==> config.mk <==
export PLATFORM = sky130hd
export DESIGN_NAME = opcode_sequencer_flat
export DESIGN_NICKNAME = d
export VERILOG_FILES = /design/src/rtl/opcode_sequencer_if.sv /design/src/rtl/opcode_sequencer.sv /design/src/flat_wrapper.sv
export SDC_FILE = /design/constraint.sdc
export NUM_CORES = 1
export LEC_CHECK = 0
export CORE_ASPECT_RATIO = 1.5
export CORE_MARGIN = 4
export CORE_UTILIZATION = 40
export CTS_CLUSTER_SIZE = 16
export DETAILED_ROUTE_END_ITERATION = 10
export PLACE_DENSITY_LB_ADDON = 0.15
export SYNTH_ARGS = -nofsm -noshare
export SYNTH_HDL_FRONTEND = slang
export SYNTH_SLANG_ARGS = --single-unit
==> constraint.sdc <==
create_clock -name clk -period 4.55 [get_ports clk]
set_input_delay 0.455 -clock clk [delete_from_list [all_inputs] [get_ports clk]]
set_output_delay 0.455 -clock clk [all_outputs]
set_load 0.02 [all_outputs]
==> src/rtl/opcode_sequencer_if.sv <==
// Bus bundle for opcode_sequencer: control, pattern data and sequenced outputs.
//   master : drives en/start/mode/step/dwell/data, observes opcode/index/wrap/done
//   slave  : the sequencer side (inputs and outputs reversed)
interface opcode_sequencer_if #(
  parameter int unsigned WIDTH    = 4,
  parameter int unsigned CHANNELS = 4,
  parameter int unsigned DWELL_W  = 4
);
  localparam int unsigned IDX_W = $clog2(CHANNELS);

  logic                         en;
  logic                         start;
  logic [1:0]                   mode;
  logic [IDX_W-1:0]             step;
  logic [DWELL_W-1:0]           dwell;
  logic [CHANNELS*WIDTH-1:0]    data;
  logic [WIDTH-1:0]             opcode;
  logic [IDX_W-1:0]             index;
  logic                         wrap;
  logic                         done;

  modport master (
    output en, start, mode, step, dwell, data,
    input  opcode, index, wrap, done
  );

  modport slave (
    input  en, start, mode, step, dwell, data,
    output opcode, index, wrap, done
  );
endinterface

==> src/rtl/opcode_sequencer.sv <==
// Channel sequencer for effect patterns: steps an index through CHANNELS
// opcode slots with programmable stride, dwell and traversal mode.
//   clk, rst_n : rising-edge clock, asynchronous active-low reset
//   seq_bus    : slave side of opcode_sequencer_if
//                in : en, start, mode, step, dwell, data
//                out: opcode (combinational slot[index]), index, wrap, done (registered)
module opcode_sequencer #(
  parameter int unsigned WIDTH    = 4,
  parameter int unsigned CHANNELS = 4,
  parameter int unsigned DWELL_W  = 4
) (
  input  logic                 clk,
  input  logic                 rst_n,
  opcode_sequencer_if.slave    seq_bus
);

  localparam int unsigned IDX_W = $clog2(CHANNELS);
  // One extra bit so index+stride never overflows for non-power-of-two CHANNELS.
  localparam int unsigned AW    = IDX_W + 1;

  localparam logic [AW-1:0] CH    = AW'(CHANNELS);
  localparam logic [AW-1:0] CH_M1 = AW'(CHANNELS - 1);
  localparam logic [AW-1:0] CH_M2 = AW'(CHANNELS - 2);

  localparam logic [1:0] MODE_UP   = 2'b00;
  localparam logic [1:0] MODE_DOWN = 2'b01;
  localparam logic [1:0] MODE_PING = 2'b10;
  localparam logic [1:0] MODE_ONE  = 2'b11;

  typedef enum logic {
    DIR_UP   = 1'b0,
    DIR_DOWN = 1'b1
  } dir_e;

  logic [IDX_W-1:0]   index_q, index_d;
  logic [DWELL_W-1:0] cnt_q, cnt_d;
  dir_e               dir_q, dir_d;
  logic               done_q, done_d;
  logic               wrap_q, wrap_d;

  logic [AW-1:0]      idx_x;
  logic [AW-1:0]      stride;
  logic [AW-1:0]      sum_x;
  logic [WIDTH-1:0]   opcode_c;

  // Next-state: start overrides en; dwell countdown gates every advance.
  always_comb begin
    index_d = index_q;
    cnt_d   = cnt_q;
    dir_d   = dir_q;
    done_d  = done_q;
    wrap_d  = 1'b0;

    idx_x  = {1'b0, index_q};
    stride = ({1'b0, seq_bus.step} > CH_M1) ? CH_M1 : {1'b0, seq_bus.step};
    sum_x  = idx_x + stride;

    if (seq_bus.start) begin
      index_d = '0;
      cnt_d   = '0;
      dir_d   = DIR_UP;
      done_d  = 1'b0;
    end else if (seq_bus.en) begin
      // Leaving one-shot after completion releases the sticky done.
      if (seq_bus.mode != MODE_ONE && done_q) begin
        done_d = 1'b0;
      end

      if (seq_bus.mode == MODE_ONE && done_q) begin
        // Completed one-shot: everything frozen until start.
      end else if (cnt_q < seq_bus.dwell) begin
        cnt_d = cnt_q + DWELL_W'(1);
      end else begin
        cnt_d = '0;
        case (seq_bus.mode)
          MODE_UP: begin
            if (sum_x >= CH) begin
              index_d = IDX_W'(sum_x - CH);
              wrap_d  = 1'b1;
            end else begin
              index_d = IDX_W'(sum_x);
            end
          end
          MODE_DOWN: begin
            if (stride > idx_x) begin
              index_d = IDX_W'(idx_x + CH - stride);
              wrap_d  = 1'b1;
            end else begin
              index_d = IDX_W'(idx_x - stride);
            end
          end
          MODE_PING: begin
            if (dir_q == DIR_UP) begin
              if (idx_x == CH_M1) begin
                index_d = IDX_W'(CH_M2);
                dir_d   = DIR_DOWN;
                wrap_d  = 1'b1;
              end else begin
                index_d = IDX_W'(idx_x + AW'(1));
              end
            end else begin
              if (idx_x == '0) begin
                index_d = IDX_W'(1);
                dir_d   = DIR_UP;
                wrap_d  = 1'b1;
              end else begin
                index_d = IDX_W'(idx_x - AW'(1));
              end
            end
          end
          default: begin
            // One-shot: a stride past the last slot finishes in place.
            if (sum_x > CH_M1) begin
              done_d = 1'b1;
              wrap_d = 1'b1;
            end else begin
              index_d = IDX_W'(sum_x);
            end
          end
        endcase
      end
    end
  end

  // State registers.
  always_ff @(posedge clk or negedge rst_n) begin
    if (!rst_n) begin
      index_q <= '0;
      cnt_q   <= '0;
      dir_q   <= DIR_UP;
      done_q  <= 1'b0;
      wrap_q  <= 1'b0;
    end else begin
      index_q <= index_d;
      cnt_q   <= cnt_d;
      dir_q   <= dir_d;
      done_q  <= done_d;
      wrap_q  <= wrap_d;
    end
  end

  // Slot select from live data; zero latency from data to opcode.
  always_comb begin
    opcode_c = '0;
    for (int k = 0; k < int'(CHANNELS); k++) begin
      if (index_q == IDX_W'(k)) begin
        opcode_c = seq_bus.data[k*WIDTH +: WIDTH];
      end
    end
  end

  assign seq_bus.opcode = opcode_c;
  assign seq_bus.index  = index_q;
  assign seq_bus.wrap   = wrap_q;
  assign seq_bus.done   = done_q;

endmodule

==> src/flat_wrapper.sv <==
// flat-port wrapper written by rule: the top's interface ports become plain ports
module opcode_sequencer_flat 
#(
  parameter int unsigned WIDTH    = 4,
  parameter int unsigned CHANNELS = 4,
  parameter int unsigned DWELL_W  = 4
)
  (clk, rst_n, seq_bus_en, seq_bus_start, seq_bus_mode, seq_bus_step, seq_bus_dwell, seq_bus_data, seq_bus_opcode, seq_bus_index, seq_bus_wrap, seq_bus_done);
  opcode_sequencer_if #(.WIDTH(WIDTH), .CHANNELS(CHANNELS), .DWELL_W(DWELL_W)) seq_bus_i ();
  input  logic clk;
  input  logic rst_n;
  input wire logic [$bits(seq_bus_i.en)-1:0] seq_bus_en;
  input wire logic [$bits(seq_bus_i.start)-1:0] seq_bus_start;
  input wire logic [$bits(seq_bus_i.mode)-1:0] seq_bus_mode;
  input wire logic [$bits(seq_bus_i.step)-1:0] seq_bus_step;
  input wire logic [$bits(seq_bus_i.dwell)-1:0] seq_bus_dwell;
  input wire logic [$bits(seq_bus_i.data)-1:0] seq_bus_data;
  output wire logic [$bits(seq_bus_i.opcode)-1:0] seq_bus_opcode;
  output wire logic [$bits(seq_bus_i.index)-1:0] seq_bus_index;
  output wire logic [$bits(seq_bus_i.wrap)-1:0] seq_bus_wrap;
  output wire logic [$bits(seq_bus_i.done)-1:0] seq_bus_done;
  assign seq_bus_i.en = seq_bus_en;
  assign seq_bus_i.start = seq_bus_start;
  assign seq_bus_i.mode = seq_bus_mode;
  assign seq_bus_i.step = seq_bus_step;
  assign seq_bus_i.dwell = seq_bus_dwell;
  assign seq_bus_i.data = seq_bus_data;
  assign seq_bus_opcode = seq_bus_i.opcode;
  assign seq_bus_index = seq_bus_i.index;
  assign seq_bus_wrap = seq_bus_i.wrap;
  assign seq_bus_done = seq_bus_i.done;
  opcode_sequencer #(.WIDTH(WIDTH), .CHANNELS(CHANNELS), .DWELL_W(DWELL_W)) u_core (.clk(clk), .rst_n(rst_n), .seq_bus(seq_bus_i));
endmodule
==> results.rst, run 1 <==
.. list-table::
   :header-rows: 1

   * - Metric
     - Value
   * - Gate count of the mapped netlist
     - 98
   * - Period utilization
     - 55.1%
   * - Power after layout
     - 228 µW
   * - Worst flop-to-flop path startpoint
     - u_core.seq_bus.index[0]$_DFFE_PN0P_
   * - Worst hold-check slack
     - 492 ps
   * - Cts bufs inserted
     - 3
   * - Data arrival time at the worst-slack endpoint
     - 2050 ps
   * - Avg Synthesized Cell Area
     - 9.47 µm²
   * - Flops & latches, synth
     - 9
   * - Gp weighted congestion
     - 0.801
   * - Top Family by Delay on Critical Path
     - flip-flops
   * - Buffers added on ports
     - 35
   * - Required arrival time at the worst endpoint
     - 4090 ps
   * - Final Hold Fails
     - 0
   * - Met1 Usage GRT
     - 18.9%
   * - Power density cells
     - 174 nW/µm²
   * - Combinational fraction of design power
     - 34.0%
   * - Endpoint of the worst-slack reg-to-reg timing path
     - u_core.seq_bus.index[0]$_DFFE_PN0P_
   * - Delay of the slowest cell on the worst path
     - 660 ps
   * - Depth of the worst register-to-register path
     - 6
   * - Number of non-filler instances in the completed layout
     - 156
   * - Worst setup path class
     - reg -> out
   * - Leakage power
     - 0.000547 µW
   * - Chip Width
     - 47.3 µm
   * - Outcome
     - complete, no violations
   * - Wire length of the first global-routing pass
     - 3670 µm
   * - # hold bufs at CTS
     - 0
   * - Finish-stage setup viols
     - 0
   * - Initial Utilization
     - 41.6%
   * - Max-slew violations
     - 0
   * - Post-Route WL
     - 2330 µm
   * - Proportion of synthesized chip area in sequential cells
     - 24.3%
   * - Maximum clock frequency
     - 399 MHz
   * - Ordered list of cells on the worst path
     - mux4_2, clkdlybuf4s50_1
   * - Number of vias per cell
     - 5.51
   * - Gr ovfl total
     - 0
   * - Number of max-cap violations
     - 0
   * - Latest clock arrival within the worst-skew pair
     - 270 ps
   * - Setup fix buffers added after clock tree synthesis
     - 0
   * - Most crowded layer after global routing
     - met2
   * - Synthesized net count
     - 139
   * - Fraction of power consumed by sequential logic
     - 37.8%
   * - Share of layout cells above drive strength 1
     - 8.27%
   * - Hold WC Path Type
     - in -> async
   * - Largest fanout of any net on the critical path
     - 14
   * - Area growth from synthesis to layout
     - 41.2%
   * - DIE HEIGHT
     - 67.0 µm
   * - Switching share of power
     - 29.5%
   * - Via count of the first global-routing pass
     - 803
   * - Share of total power in the clock network
     - 28.2%
   * - Count of nets after finishing
     - 175
   * - H-tree levels
     - 1
   * - Starting DRC count in detailed routing
     - 33
   * - Minimum setup slack among reg-to-reg paths
     - 2540 ps
   * - Global Route Usage Sum
     - 16.1%
   * - Element type at the critical path end
     - output pin
   * - Tightest Pin Transition
     - 655 ps
   * - Final worst clock skew
     - 0.771 ps
   * - Cell row count
     - 21
   * - Unique masters post-synth
     - 32
   * - I/O pins
     - 36
   * - Internal Power
     - 160 µW
   * - Buffers & Inverters on Critical Path
     - 1
   * - Antenna viol nets, final
     - 0
   * - Time the final worst path needs with I/O delays and setup
     - 2510 ps
   * - Number of vias after detailed routing
     - 859
   * - Count of TritonRoute iterations in the first routing pass
     - 4
   * - Number of gates resized after cts
     - 0
   * - Max-slew headroom at the worst pin
     - 56.2%
   * - Die outline area
     - 3170 µm²
   * - Post-CTS clock slew at the launch and capture registers of the worst setup and hold paths
     - 60 ps
   * - Largest net degree at the start of global routing
     - 15
   * - Post-route worst setup slack
     - 2040 ps
   * - Number of diodes
     - 0
   * - Cell type of the slowest stage on the worst timing path
     - sky130_fd_sc_hd__dfrtp_1
   * - Area of the core
     - 2230 µm²
   * - Clock root buffer
     - sky130_fd_sc_hd__clkbuf_4
   * - Final routed wire length divided by cell count
     - 15.0 µm
   * - Number of antenna violations at the first check in global routing
     - 0
   * - Final total negative setup slack
     - 0 ps
   * - Netlist Area Pre-Place
     - 928 µm²
   * - Warnings from Yosys
     - 0
   * - Clk buf depth
     - 2
   * - Highest ir drop seen on vdd
     - 0.133 mV
   * - M3 GR Usage
     - 2.43%
   * - Cell total after placement
     - 152
   * - Final HPWL from detailed placement
     - 1900 µm
   * - Startpoint type of the worst setup path
     - register
   * - Clock sink count
     - 9
   * - GR Layer Usage met2
     - 27.7%
   * - Net load switching power
     - 67.2 µW
   * - Clock tree from TritonCTS
     - yes
   * - RSZ-0062 raised after global routing
     - false
   * - Pre-CTS WS
     - 2170 ps
   * - Remaining DRCs
     - 0
==> layout by cell type (no fill, tap or decap), types with 2 or more instances in the layout <==
cell | Yosys | final
sky130_fd_sc_hd__nor2b_1 | 2 | 2
sky130_fd_sc_hd__clkdlybuf4s50_1 | 0 | 35
sky130_fd_sc_hd__nor2_1 | 4 | 4
sky130_fd_sc_hd__o22ai_1 | 2 | 2
sky130_fd_sc_hd__o21a_1 | 2 | 2
sky130_fd_sc_hd__clkbuf_4 | 0 | 3
sky130_fd_sc_hd__a21oi_1 | 7 | 7
sky130_fd_sc_hd__nand2b_1 | 6 | 6
sky130_fd_sc_hd__dfrtp_1 | 9 | 9
sky130_fd_sc_hd__a31oi_1 | 2 | 2
sky130_fd_sc_hd__o21ai_0 | 6 | 6
sky130_fd_sc_hd__o211ai_1 | 2 | 2
sky130_fd_sc_hd__fa_1 | 2 | 2
sky130_fd_sc_hd__nor3b_1 | 2 | 2
sky130_fd_sc_hd__mux4_2 | 4 | 4
sky130_fd_sc_hd__ha_1 | 11 | 11
sky130_fd_sc_hd__nand2_1 | 10 | 10
sky130_fd_sc_hd__inv_1 | 9 | 9
sky130_fd_sc_hd__nor3_1 | 2 | 2
==> logic make-up (layout without fill, tap and decap cells) <==
logic type	after synthesis	count (layout)	share of synthesized area (%)
and+or+nand+nor	31	31	18.6
AOI/OAI and AO/OA	27	27	21.2
adders and majority gates	13	13	19.1
buffers and inverters	13	48	6.06
DFF	9	9	24.3
muxes	5	5	10.8
==> power by group through the flow <==
stage | Clock (µW) | Sequential (µW) | Combinational (µW)
finish | 64.2 | 86.1 | 77.3
global route | 70.9 | 86.5 | 85.4
CTS | 65.4 | 85.9 | 78.5
detailed placement | 0 | 87.5 | 78.3
global placement | 0 | 87.4 | 76.5
floorplan | 0 | 86.0 | 40.5
==> synth_stat cells (all sizes together) <==
| cell type | number | area share (%) |
|---|---|---|
| o21ai | 6 | 3.2 |
| o211ai | 2 | 1.6 |
| nor3b | 2 | 1.6 |
| clkbuf | 2 | 0.81 |
| nand2b | 6 | 4.0 |
| fa | 2 | 4.3 |
| a21boi | 1 | 0.81 |
| nor2b | 2 | 1.3 |
| o31ai | 1 | 0.81 |
| and3b | 1 | 0.94 |
| buf | 2 | 1.6 |
| o22ai | 2 | 1.3 |
| a31oi | 2 | 1.3 |
| nor2 | 4 | 1.6 |
| a21oi | 7 | 3.8 |
| mux4 | 4 | 9.7 |
| a2111oi | 1 | 3.0 |
| ha | 11 | 15 |
| inv | 9 | 3.6 |
| nor4 | 1 | 1.3 |
| dfrtp | 9 | 24 |
| nand2 | 10 | 4.0 |
| nor3 | 2 | 1.1 |
| mux2i | 1 | 1.1 |
| nand3 | 1 | 0.54 |
| or4 | 2 | 2.0 |
| a21o | 1 | 0.81 |
| o32ai | 1 | 1.8 |
| a21bo | 1 | 1.1 |
| o21a | 2 | 1.6 |
==> routing by layer <==
| layer | share of wire, % | wire length [µm] | up-vias |
|---|---|---|---|
| li1 | - | - | 425 |
| met3 | 4.1 | 95 | 6 |
| met5 | 0 | 0 | - |
| met1 | 37 | 856 | 404 |
| met2 | 57 | 1340 | 24 |
| met4 | 1.8 | 42 | 0 |
==> worst max-delay path by stage <==
stage	startpoint	to	slack, ps	depth (start not counted)
6_report	u_core.seq_bus.index[0]$_DFFE_PN0P_	seq_bus_opcode[3]	2040	2
5_1_grt	u_core.seq_bus.index[0]$_DFFE_PN0P_	seq_bus_opcode[0]	1940	2
4_1_cts	u_core.seq_bus.index[0]$_DFFE_PN0P_	seq_bus_opcode[3]	2020	2
3_5_place_dp	seq_bus_mode[0]	u_core.seq_bus.index[1]$_DFFE_PN0P_	2170	5
3_3_place_gp	seq_bus_mode[0]	u_core.seq_bus.index[1]$_DFFE_PN0P_	2210	5
2_1_floorplan	u_core.seq_bus.index[0]$_DFFE_PN0P_	u_core.seq_bus.index[1]$_DFFE_PN0P_	2490	9
==> through the flow <==
step / cell area, µm² / utilization (%)
2_1_floorplan: 928 / -
3_3_place_gp: 1280 / 57.5
3_5_place_dp: 1280 / 57.5
4_1_cts: 1310 / 58.7
5_1_grt: 1310 / 58.7
6_report: 1310 / 58.7
==> sequential cells by signal, indices dropped and copies added, names as in the netlist <==
| register | count |
|---|---|
| u_core.dir_q | 1 |
| u_core.seq_bus.done | 1 |
| u_core.seq_bus.index | 2 |
| u_core.cnt_q | 4 |
| u_core.seq_bus.wrap | 1 |
==> cell type report <==
type | instances | area [µm²]
clock buffers | 4 | 26.3
flip-flops and latches | 9 | 225
fillers | 188 | 922
well taps | 23 | 28.8
repair buffers | 35 | 350
inverters | 9 | 33.8
multi-input cells | 76 | 647
(Power assumes the default switching activity.)
==> run 2: changes to the inputs <==
Clock period 4.55 ns to 2.4 ns, I/O delays scaled along.
==> results.rst, run 2 (synthesis results as in run 1) <==
.. list-table::
   :header-rows: 1

   * - Metric
     - Value
   * - Period utilization
     - 88.8%
   * - Maximum clock frequency
     - 469 MHz
   * - Delay of the slowest cell on the worst path
     - 560 ps (-100 ps)
   * - Clock sink count
     - 9 (unchanged)
   * - Largest fanout of any net on the critical path
     - 14 (unchanged)
   * - Required arrival time at the worst endpoint
     - 2160 ps (-1930 ps)
   * - Power density cells
     - 326 nW/µm² (+88%)
   * - Final Hold Fails
     - 0 (unchanged)
   * - Clock root buffer
     - sky130_fd_sc_hd__clkbuf_4
   * - Gr ovfl total
     - 0 (unchanged)
   * - H-tree levels
     - 1 (unchanged)
   * - Antenna viol nets, final
     - 0 (unchanged)
   * - Worst hold-check slack
     - 274 ps (-218 ps)
   * - Max-slew headroom at the worst pin
     - 59.2% (+3.0 points)
   * - Top Family by Delay on Critical Path
     - buffers and inverters
   * - Number of antenna violations at the first check in global routing
     - 0 (unchanged)
   * - Element type at the critical path end
     - output pin
   * - Initial Utilization
     - 41.6% (unchanged)
   * - Count of nets after finishing
     - 176 (+0.57%)
   * - Number of flip-flops in the largest register
     - 4 (unchanged)
   * - Number of gates resized after cts
     - 0 (unchanged)
   * - Top library cells by usage in the layout, fill and taps aside
     - sky130_fd_sc_hd__clkdlybuf4s50_1, sky130_fd_sc_hd__ha_1, sky130_fd_sc_hd__nand2_1, sky130_fd_sc_hd__inv_1, sky130_fd_sc_hd__dfrtp_1
   * - Startpoint type of the worst setup path
     - register
   * - I/O pins
     - 36 (unchanged)
   * - Number of vias after detailed routing
     - 854 (-0.58%)
   * - Remaining DRCs
     - 0 (unchanged)
   * - Max-slew violations
     - 0 (unchanged)
   * - Finish-stage setup viols
     - 0 (unchanged)
   * - Outcome
     - complete, no violations
   * - Power after layout
     - 431 µW (+89%)
   * - Buffers added on ports
     - 35 (unchanged)
   * - Global Route Usage Sum
     - 15.5% (-0.62 points)
   * - Ordered list of cells on the worst path
     - mux4_2, clkdlybuf4s50_1
   * - Clk buf depth
     - 2 (unchanged)
   * - Area growth from synthesis to layout
     - 42.2%
   * - Buffers & Inverters on Critical Path
     - 1 (unchanged)
   * - Number of non-filler instances in the completed layout
     - 157 (+0.64%)
   * - Setup fix buffers added after clock tree synthesis
     - 0 (unchanged)
   * - Chip Width
     - 47.3 µm (unchanged)
   * - Number of vias per cell
     - 5.44 (-1.2%)
   * - Gp weighted congestion
     - 0.796 (-0.69%)
   * - Via count of the first global-routing pass
     - 757 (-5.7%)
   * - Count of TritonRoute iterations in the first routing pass
     - 4 (unchanged)
   * - Cell row count
     - 21 (unchanged)
   * - Cell type of the slowest stage on the worst timing path
     - sky130_fd_sc_hd__clkdlybuf4s50_1
   * - DIE HEIGHT
     - 67.0 µm (unchanged)
   * - Share of layout cells above drive strength 1
     - 9.70% (+1.4 points)
   * - Number of diodes
     - 0 (unchanged)
   * - Tightest Pin Transition
     - 612 ps (-42.2 ps)
   * - Leakage power
     - 0.000549 µW (+0.52%)
   * - Worst setup path class
     - reg -> out
   * - Most flop-heavy register
     - u_core.cnt_q
   * - Die outline area
     - 3170 µm² (unchanged)
   * - Latest clock arrival within the worst-skew pair
     - 260 ps (about the same)
   * - Number of max-cap violations
     - 0 (unchanged)
   * - Cts bufs inserted
     - 3 (unchanged)
   * - Time the final worst path needs with I/O delays and setup
     - 2130 ps
   * - Hold WC Path Type
     - in -> async
   * - RSZ-0062 raised after global routing
     - false
   * - Clock tree from TritonCTS
     - yes
   * - Final total negative setup slack
     - 0 ps (unchanged)
   * - Starting DRC count in detailed routing
     - 14 (-58%)
   * - Final HPWL from detailed placement
     - 1860 µm (-2.0%)
   * - # hold bufs at CTS
     - 0 (unchanged)
   * - Most common cell after layout, fill and taps aside
     - sky130_fd_sc_hd__clkdlybuf4s50_1
   * - Final routed wire length divided by cell count
     - 14.3 µm (-4.5%)
   * - Largest net degree at the start of global routing
     - 15 (unchanged)
   * - Highest ir drop seen on vdd
     - 0.251 mV (+89%)
   * - Final worst clock skew
     - 4.66 ps (+3.89 ps)
   * - Cell total after placement
     - 153 (+0.66%)
   * - Area of the core
     - 2230 µm² (unchanged)
   * - Wire length of the first global-routing pass
     - 3510 µm (-4.3%)
   * - Post-Route WL
     - 2240 µm (-3.9%)
   * - Post-CTS clock slew at the launch and capture registers of the worst setup and hold paths
     - 60 ps (about the same)
   * - Data arrival time at the worst-slack endpoint
     - 1890 ps (-160 ps)
[run 2: cell types whose count changed in the layout (fill, tap and decap cells not counted)]
cell / before / now
sky130_fd_sc_hd__dfrtp_1: 9 / 8
sky130_fd_sc_hd__dfrtp_2: 0 / 1
sky130_fd_sc_hd__buf_4: 0 / 1
[run 2: worst register-to-register path, stage by stage, from the launching register on]
cell and delay (ps):
sky130_fd_sc_hd__dfrtp_2 510, sky130_fd_sc_hd__ha_1 250, sky130_fd_sc_hd__fa_1 400, sky130_fd_sc_hd__nand2b_1 110, sky130_fd_sc_hd__nor2_1 50, sky130_fd_sc_hd__nor4_2 260, sky130_fd_sc_hd__mux2i_1 240
[run 2: per-stage QoR]
step	util, %	setup slack, ps	area, µm²
2_1_floorplan	-	341	928
3_3_place_gp	57.9	279	1290
3_5_place_dp	57.9	238	1290
4_1_cts	59.0	77.0	1320
5_1_grt	59.1	178	1320
6_report	59.1	268	1320
[run 2: area by class of cell]
type | instances | area, µm²
Multi-Input combinational cell | 76 | 647
Clock buffer | 4 | 26.3
Timing Repair Buffer | 36 | 358
Fill cell | 195 | 913
Sequential cell | 9 | 226
Inverter | 9 | 33.8
Tap cell | 23 | 28.8
[run 2: final timing paths]
path / from / to / slack (ps) / cells after the start
worst max-delay path: u_core.seq_bus.index[0]$_DFFE_PN0P_ / seq_bus_opcode[3] / 270 / 2
worst min-delay path: rst_n / u_core.cnt_q[1]$_DFFE_PN0P_ / 270 / 1
worst max register to register: u_core.seq_bus.index[0]$_DFFE_PN0P_ / u_core.seq_bus.index[0]$_DFFE_PN0P_ / 490 / 6
worst min register to register: u_core.seq_bus.done$_DFFE_PN0N_ / u_core.seq_bus.done$_DFFE_PN0N_ / 540 / 1
max in group asynchronous: rst_n / u_core.seq_bus.index[0]$_DFFE_PN0P_ / 1810 / 1
min in group clk: u_core.seq_bus.done$_DFFE_PN0N_ / u_core.seq_bus.done$_DFFE_PN0N_ / 540 / 1
[run 2: per-layer routing]
| metal | global-route usage [%] | vias to the layer above | share of wire (%) |
|---|---|---|---|
| met3 | 2.43 | 5 | 3.3 |
| met5 | 0 | - | 0 |
| met2 | 26.3 | 20 | 57 |
| li1 | - | 426 | - |
| met4 | 7.27 | 0 | 1.9 |
| met1 | 17.8 | 403 | 38 |
[run 2: power by group]
part           internal, µW  switching, µW
clock                  64.2           55.0
combinational          85.8           62.2
sequential              155           7.80
total                   305            125
==> run 3: changes to the inputs <==
Settings changed: CTS_CLUSTER_DIAMETER set to 120, GPL_ROUTABILITY_DRIVEN set to 0.
==> results of run 3 <==
Same layout as run 2: the final DEF is identical, and so are final timing and power.
